[src/rtl/ascii_num_formatter.sv]
// ascii_num_formatter: serialises a counted stream of signed integers as ASCII decimal text (spaces between, LF at end).
module ascii_num_formatter #(
  parameter int DATA_WIDTH  = 32,
  parameter int DIGITS      = 10,
  parameter int COUNT_WIDTH = 16
) (
  input  logic                   clk,
  input  logic                   rst_n,
  input  logic                   start,
  input  logic [COUNT_WIDTH-1:0] num_count,
  input  logic                   clear,
  input  logic [DATA_WIDTH-1:0]  num_data,
  input  logic                   num_valid,
  output logic                   num_ready,
  output logic [7:0]             out_data,
  output logic                   out_valid,
  output logic                   out_last,
  input  logic                   out_ready,
  output logic                   busy,
  output logic                   done
);
  localparam int CW = $clog2(DATA_WIDTH + 1);
  localparam int IW = DIGITS > 1 ? $clog2(DIGITS) : 1;

  typedef enum logic [2:0] {IDLE, LOAD, CONVERT, EMIT_SIGN, EMIT_DIGIT, EMIT_SEP, DONE} state_t;
  state_t state, state_n;

  logic [COUNT_WIDTH-1:0] remaining;
  logic                   neg;
  logic [DATA_WIDTH-1:0]  mag;
  logic [DIGITS*4-1:0]    bcd, bcd_adj;
  logic [CW-1:0]          cnt;
  logic [IW-1:0]          idx, msd;
  logic [3:0]             digit;
  logic                   conv_done;

  assign conv_done = cnt == CW'(DATA_WIDTH);

  always_ff @(posedge clk or negedge rst_n)
    if (!rst_n) state <= IDLE;
    else        state <= state_n;

  always_comb begin
    state_n = state;
    if (clear) state_n = IDLE;
    else case (state)
      IDLE:       if (start) state_n = num_count == '0 ? EMIT_SEP : LOAD;
      LOAD:       if (num_valid) state_n = CONVERT;
      CONVERT:    if (conv_done) state_n = neg ? EMIT_SIGN : EMIT_DIGIT;
      EMIT_SIGN:  if (out_ready) state_n = EMIT_DIGIT;
      EMIT_DIGIT: if (out_ready && idx == '0) state_n = EMIT_SEP;
      EMIT_SEP:   if (out_ready) state_n = remaining != '0 ? LOAD : DONE;
      DONE:       state_n = IDLE;
      default:    state_n = IDLE;
    endcase
  end

  // Double-dabble adjust step and leading-digit search; a zero value leaves msd at 0 so one '0' is emitted.
  always_comb begin
    bcd_adj = bcd;
    msd = '0;
    for (int i = 0; i < DIGITS; i++) begin
      bcd_adj[i*4+:4] = bcd[i*4+:4] >= 4'd5 ? bcd[i*4+:4] + 4'd3 : bcd[i*4+:4];
      if (bcd[i*4+:4] != 4'd0) msd = IW'(i);
    end
  end

  always_ff @(posedge clk or negedge rst_n)
    if (!rst_n) begin
      remaining <= '0;
      neg       <= 1'b0;
      mag       <= '0;
      bcd       <= '0;
      cnt       <= '0;
      idx       <= '0;
    end else if (clear) begin
      remaining <= '0;
      neg       <= 1'b0;
      mag       <= '0;
      bcd       <= '0;
      cnt       <= '0;
      idx       <= '0;
    end else case (state)
      IDLE: if (start) remaining <= num_count;
      LOAD: if (num_valid) begin
        neg       <= num_data[DATA_WIDTH-1];
        mag       <= num_data[DATA_WIDTH-1] ? -num_data : num_data;
        remaining <= remaining - COUNT_WIDTH'(1);
        bcd       <= '0;
        cnt       <= '0;
      end
      CONVERT: if (!conv_done) begin
        bcd <= {bcd_adj[DIGITS*4-2:0], mag[DATA_WIDTH-1]};
        mag <= {mag[DATA_WIDTH-2:0], 1'b0};
        cnt <= cnt + CW'(1);
      end else idx <= msd;
      EMIT_DIGIT: if (out_ready && idx != '0) idx <= idx - IW'(1);
      default: ;
    endcase

  always_comb begin
    digit     = bcd[idx*4+:4];
    out_valid = state == EMIT_SIGN || state == EMIT_DIGIT || state == EMIT_SEP;
    out_last  = state == EMIT_SEP && remaining == '0;
    out_data  = state == EMIT_SIGN  ? 8'h2D :
                state == EMIT_DIGIT ? {4'h3, digit} :
                state == EMIT_SEP   ? (remaining != '0 ? 8'h20 : 8'h0A) : 8'h00;
    num_ready = state == LOAD;
    busy      = state != IDLE;
    done      = state == DONE;
  end
endmodule

[config.mk]
export PLATFORM = sky130hd
export DESIGN_NAME = ascii_num_formatter
export DESIGN_NICKNAME = d
export VERILOG_FILES = /design/src/rtl/ascii_num_formatter.sv
export SDC_FILE = /design/constraint.sdc
export NUM_CORES = 1
export LEC_CHECK = 0
export ABC_AREA = 1
export CAP_MARGIN = 20
export CORE_MARGIN = 5
export CORE_UTILIZATION = 50
export CTS_BUF_LIST = sky130_fd_sc_hd__clkbuf_8 sky130_fd_sc_hd__clkbuf_16
export DETAILED_ROUTE_END_ITERATION = 12
export PLACE_DENSITY = 0.8
export SLEW_MARGIN = 25
export SYNTH_ARGS = -nofsm -noshare
export SYNTH_HDL_FRONTEND = slang
export SYNTH_SLANG_ARGS = --single-unit
[constraint.sdc]
create_clock -name clk -period 2.1 [get_ports clk]
set_clock_uncertainty 0.15 [all_clocks]
set_input_delay 0.42 -clock clk [delete_from_list [all_inputs] [get_ports clk]]
set_output_delay 0.42 -clock clk [all_outputs]
set_load 0.1 [all_outputs]
# After elaboration in Yosys (flattened, before gate mapping)
# Index checks and enable logic that the tools add are counted.
[word_totals]
ff_bits = 102
in_bits = 54
elab_cells = 136
[classes]
n_addsub = 14
order_cmp = 10
eq_ne = 15
n_shift = 1
mux = 58
n_reduce_logical = 31
[op_table]
columns = ["cell", "count"]
rows = [
  ["32-bit two-way mux", 4],
  ["40-bit two-way mux", 3],
  ["4-bit two-way mux", 20],
  ["40-bit one-hot mux with 2 select lines", 1],
  ["32-bit one-hot mux with 2 select lines", 1],
  ["16-bit two-way mux", 3],
  ["6-bit two-way mux", 7],
  ["4-bit by 3-bit >= comparator with 1-bit output, second input constant", 10],
  ["4-bit nonzero test", 10],
  ["40-bit by 7-bit indexed part select with 4-bit output", 1],
  ["4-bit by 2-bit adder with 4-bit output, second input constant", 9],
  ["3-bit two-way mux", 11],
  ["16-bit logical NOT", 2],
  ["32-bit negation", 1],
  ["16-bit one-hot mux with 2 select lines", 1],
  ["3-bit != test, second input constant", 8],
  ["3-bit one-hot mux with 6 select lines", 1],
  ["16-bit nonzero test", 1],
  ["16-bit by 1-bit subtractor with 16-bit output, second input constant", 1],
  ["6-bit one-hot mux with 2 select lines", 1],
  ["3-bit nonzero test", 4],
  ["3-bit equality test, second input constant", 3],
  ["3-bit AND reduction", 3],
  ["4-bit one-hot mux with 2 select lines", 1],
  ["14 further kinds", 22],
]

# Longest topological paths before layout
[depth]
word_depth = 13
mapped_depth = 14
depth_no_buf = 14

# Worst setup path after synthesis
# No wires, ideal clock.
[synth_timing]
path_kind = "register to output"
startpoint = "register state[1]"
endpoint = "output port out_data[1]"
arrival_ns = 3.419
required_time_ns = 1.530
setup_slack_ns = -1.889
path_stages_with_launch = 8
cell_sequence = "dfrtp_1 inv_2 nand2_1 nor2_2 inv_1 nand2_1 inv_1 a21oi_1"
[synth_via]
elab_chain_cells = 4
elab_cells_between_ends = 6
[synth_lines]
columns = ["item", "line_no", "text"]
rows = [
  ["from (decl)", "26", "state_t state, state_n;"],
  ["from (signal assigned)", "41", "else state <= state_n;"],
  ["3-bit equality test", "107", "state == EMIT_SEP ? (remaining != '0 ? 8'h20 : 8'h0A) : 8'h00;"],
  ["6-bit two-way mux", "107", ""],
  ["6-bit two-way mux", "106", "state == EMIT_DIGIT ? {4'h3, digit} :"],
  ["6-bit two-way mux (*)", "105", "out_data = state == EMIT_SIGN ? 8'h2D :"],
  ["to (decl)", "15", "output logic [7:0] out_data,"],
]
# Mark *: on every way between the ends. The rest lies on a longest branch, timed or not.

# Worst setup path in the final report
[layout_timing]
startpoint = "register idx[0]"
endpoint = "output port out_data[3]"
[layout_via]
elab_chain_cells = 3
[layout_lines]
columns = ["item", "line_no", "text"]
rows = [
  ["from (decl)", "33", "logic [IW-1:0] idx, msd;"],
  ["from (signal assigned)", "96", "end else idx <= msd;"],
  ["from (signal assigned)", "97", "EMIT_DIGIT: if (out_ready && idx != '0) idx <= idx - IW'(1);"],
  ["40-bit by 7-bit indexed part select with 4-bit output", "102", "digit = bcd[idx*4+:4];"],
  ["6-bit two-way mux", "106", ""],
  ["6-bit two-way mux", "105", ""],
]
# Every way passes these cells.

==> out/qor.yml <==
hold_viol_final: 0
wl_met2_mm: 10.2
gp_congestion: 0.932
drt_first_pass_iters: 6
gr-total-overflow: 0
drc: 0
io_pins: 67
grt_first_pass_wirelength_mm: 35.3
wirelength_mm: 21.3
p_total_mw: 10.4
synth_edf_count: 0
htreeDepth: 3
cp.arrival_ns: 1.87
area_delta_synth_final_pct: 33.2
grt_pass1_vias: 7517
dr_wl_met3_mm: 1.46
drv_cap: 0
yosys.area.top_type_share_pct: 34.6
ys_seq_area_share_pct: 34.6
setup.worst_path.start_class: "flip-flop"
die_h_microns: 131
fin_crit_sh_pct: 116
maxSlewViolCount: 0
synth_common_cells: "nand2_1 (264), nor2_1 (137), inv_1 (116), dfrtp_1 (102), nand3_1 (99)"
yosys.cell_types.count: 41
clk_path_buf_depth: 2
regArea_sq_um: 2550
numPortBuffers: 64
netlist_instances: 1101
fp.dieW_microns: 131
setup_viol: 6
drtAntennaViolNets: 0
synth-seq-cells: 102
worstPathRequired_ns: 1.53
n_fill_cell: 1175
die_area_sq_um: 17300
root_buffer: "clkbuf_16"
fmax_ghz: 0.411
wl_per_cell_microns: 14.7
path_class: "reg -> out"
asyncSetResetFlopFracSynth_pct: 100
num-nets-final: 1345
rows: 44
synth.avg_cell_area_sq_um: 6.70
outcome: "complete, but fails checks"
utilization_pct: 67.8
vias: 8086
tritoncts: "done"
synth_area_leader_cell: "dfrtp_1"
endpoint_kind: "output pin"
multi_input_area_sq_um: 4390
synth.top_cells.by_area: "dfrtp_1 (35%), nand2_1 (13%), nor2_1 (7.0%), nand3_1 (6.7%), inv_1 (5.9%)"
synth_area_sq_um: 7370
clk_pin_slew_worst_paths_ns: 0.07
coreArea_sq_um: 14500
setup_ws_ns: -0.335
critPathMaxFanout: 7
hold_ws_ns: 0.331
ys_warn_count: 0
holdCritPathClass: "reg -> reg"
initial_utilization_pct: 50.9
grt_max_degree: 59
power-per-cell-area_nw_per_um2: 1060
grt_usage_pct: 23.9
yosysMostFrequentCell: "nand2_1"
drive_gt1_share_pct: 18.5
static-leakage-power_nw: 4.82
diodes: 0
period_needed_ns: 2.44
rsz0062_at_grt: "yes"
avgViaCountPerCell: 5.57
wl_met1_mm: 9.16
antenna_found_initial: 0
numCtsBuffers: 9
dpl.hpwl_mm: 15.3
top_layer: "met4"
dominantRegCellSynth: "dfrtp_1"
violations: "setup timing"
drt_iter0_drc: 655
clkLatencyLatePin_ns: 0.35
cts.sinks: 102
peakVddDrop_mv: 0.678
[critical path, stage by stage, from the launching register on]
cell and delay (ns):
dfrtp_2 0.44, buf_6 0.15, a21oi_1 0.12, o21ai_0 0.10
nand3_1 0.11, nand3_1 0.08, o21ai_1 0.10, nand2_1 0.12
nand3_4 0.09, buf_12 0.18
[cells by family (layout without fill, tap and decap cells)]
group	after synthesis	in the layout	share of synthesized area, %
and+or+nand+nor	561	561	32.3
buffers and inverters	168	334	9.11
other	1	2	0.0509
adders and majority gates	27	27	4.58
xor gates and xnor gates	23	23	2.73
AOI/OAI and AO/OA	219	219	16.6
DFF	102	102	34.6
[placed cells by master (no fill, tap or decap), types with 5 or more instances in the layout]
| master | instances |
|---|---|
| xor2_1 | 21 |
| nor2_2 | 6 |
| o21ai_0 | 70 |
| o211ai_1 | 20 |
| nand2_1 | 251 |
| nor4_1 | 5 |
| nand3_1 | 93 |
| nand4_1 | 21 |
| nor3_1 | 9 |
| buf_4 | 110 |
| inv_2 | 16 |
| or2_2 | 12 |
| inv_1 | 107 |
| a21oi_1 | 37 |
| buf_6 | 10 |
| dfrtp_1 | 100 |
| nand2_2 | 10 |
| a21oi_2 | 6 |
| clkdlybuf4s50_1 | 52 |
| buf_12 | 18 |
| nor2_1 | 130 |
| ha_1 | 25 |
| o22ai_1 | 14 |
| clkbuf_16 | 9 |
| o21ai_1 | 55 |
[report_power, final]
group	internal (mW)	switching, mW	leakage [nW]
Sequential	2.42	0.326	1.37
Combinational	2.37	3.64	3.30
Clock	0.920	0.736	0.150
[cell type report]
type,instances,area share (%)
sequential,102,26.0
multi-input combinational,832,44.7
clock buffer,13,2.85
inverter,126,4.98
tap,184,2.34
timing repair buffer,193,19.0
clock inverter,2,0.0765
[layer usage]
metal	vias up	GRT usage, %
li1	3960	-
met1	3738	32.3
met2	328	39.0
met3	60	4.74
met4	0	6.91
met5	-	0
[metrics by stage]
step	TNS, ns	instances	area [sq um]	worst slack [ns]
after floorplan	-5.79	1102	7450	-0.450
after global placement	-4.21	1418	9120	-0.137
after detailed placement	-6.08	1418	9120	-0.163
after CTS	-1.69	1445	9620	-0.318
after global routing	-2.23	1452	9820	-0.435
final	-1.67	1452	9820	-0.335
[repair_timing]
action	4_1_cts	5_1_grt
setup endpoints to repair	8	65
cloned	1	1
pin swaps	10	10
hold endpoints to repair	17	0
buffers inserted	10	6
hold buffers	1	0
resized for setup	34	50
[sequential cells by signal, summed over array words and instances (netlist names)]
name,flops
idx,4
cnt,6
bcd,40
remaining,16
mag,32
neg,1
state,3
[path summary, 6_finish.rpt]
kind                       startpoint           end  slack, ns  cells after the start
hold reg to reg               mag[22]       mag[22]       0.33                      2
setup reg to reg               idx[1]        idx[2]       0.10                     10
setup / recovery               idx[0]   out_data[3]      -0.34                      9
hold / removal                mag[22]       mag[22]       0.33                      2
min in group asynchronous       rst_n  remaining[5]       0.34                      2
max in group asynchronous       rst_n       bcd[11]       0.86                      3
Note: power is estimated with default switching activity, not from simulation.
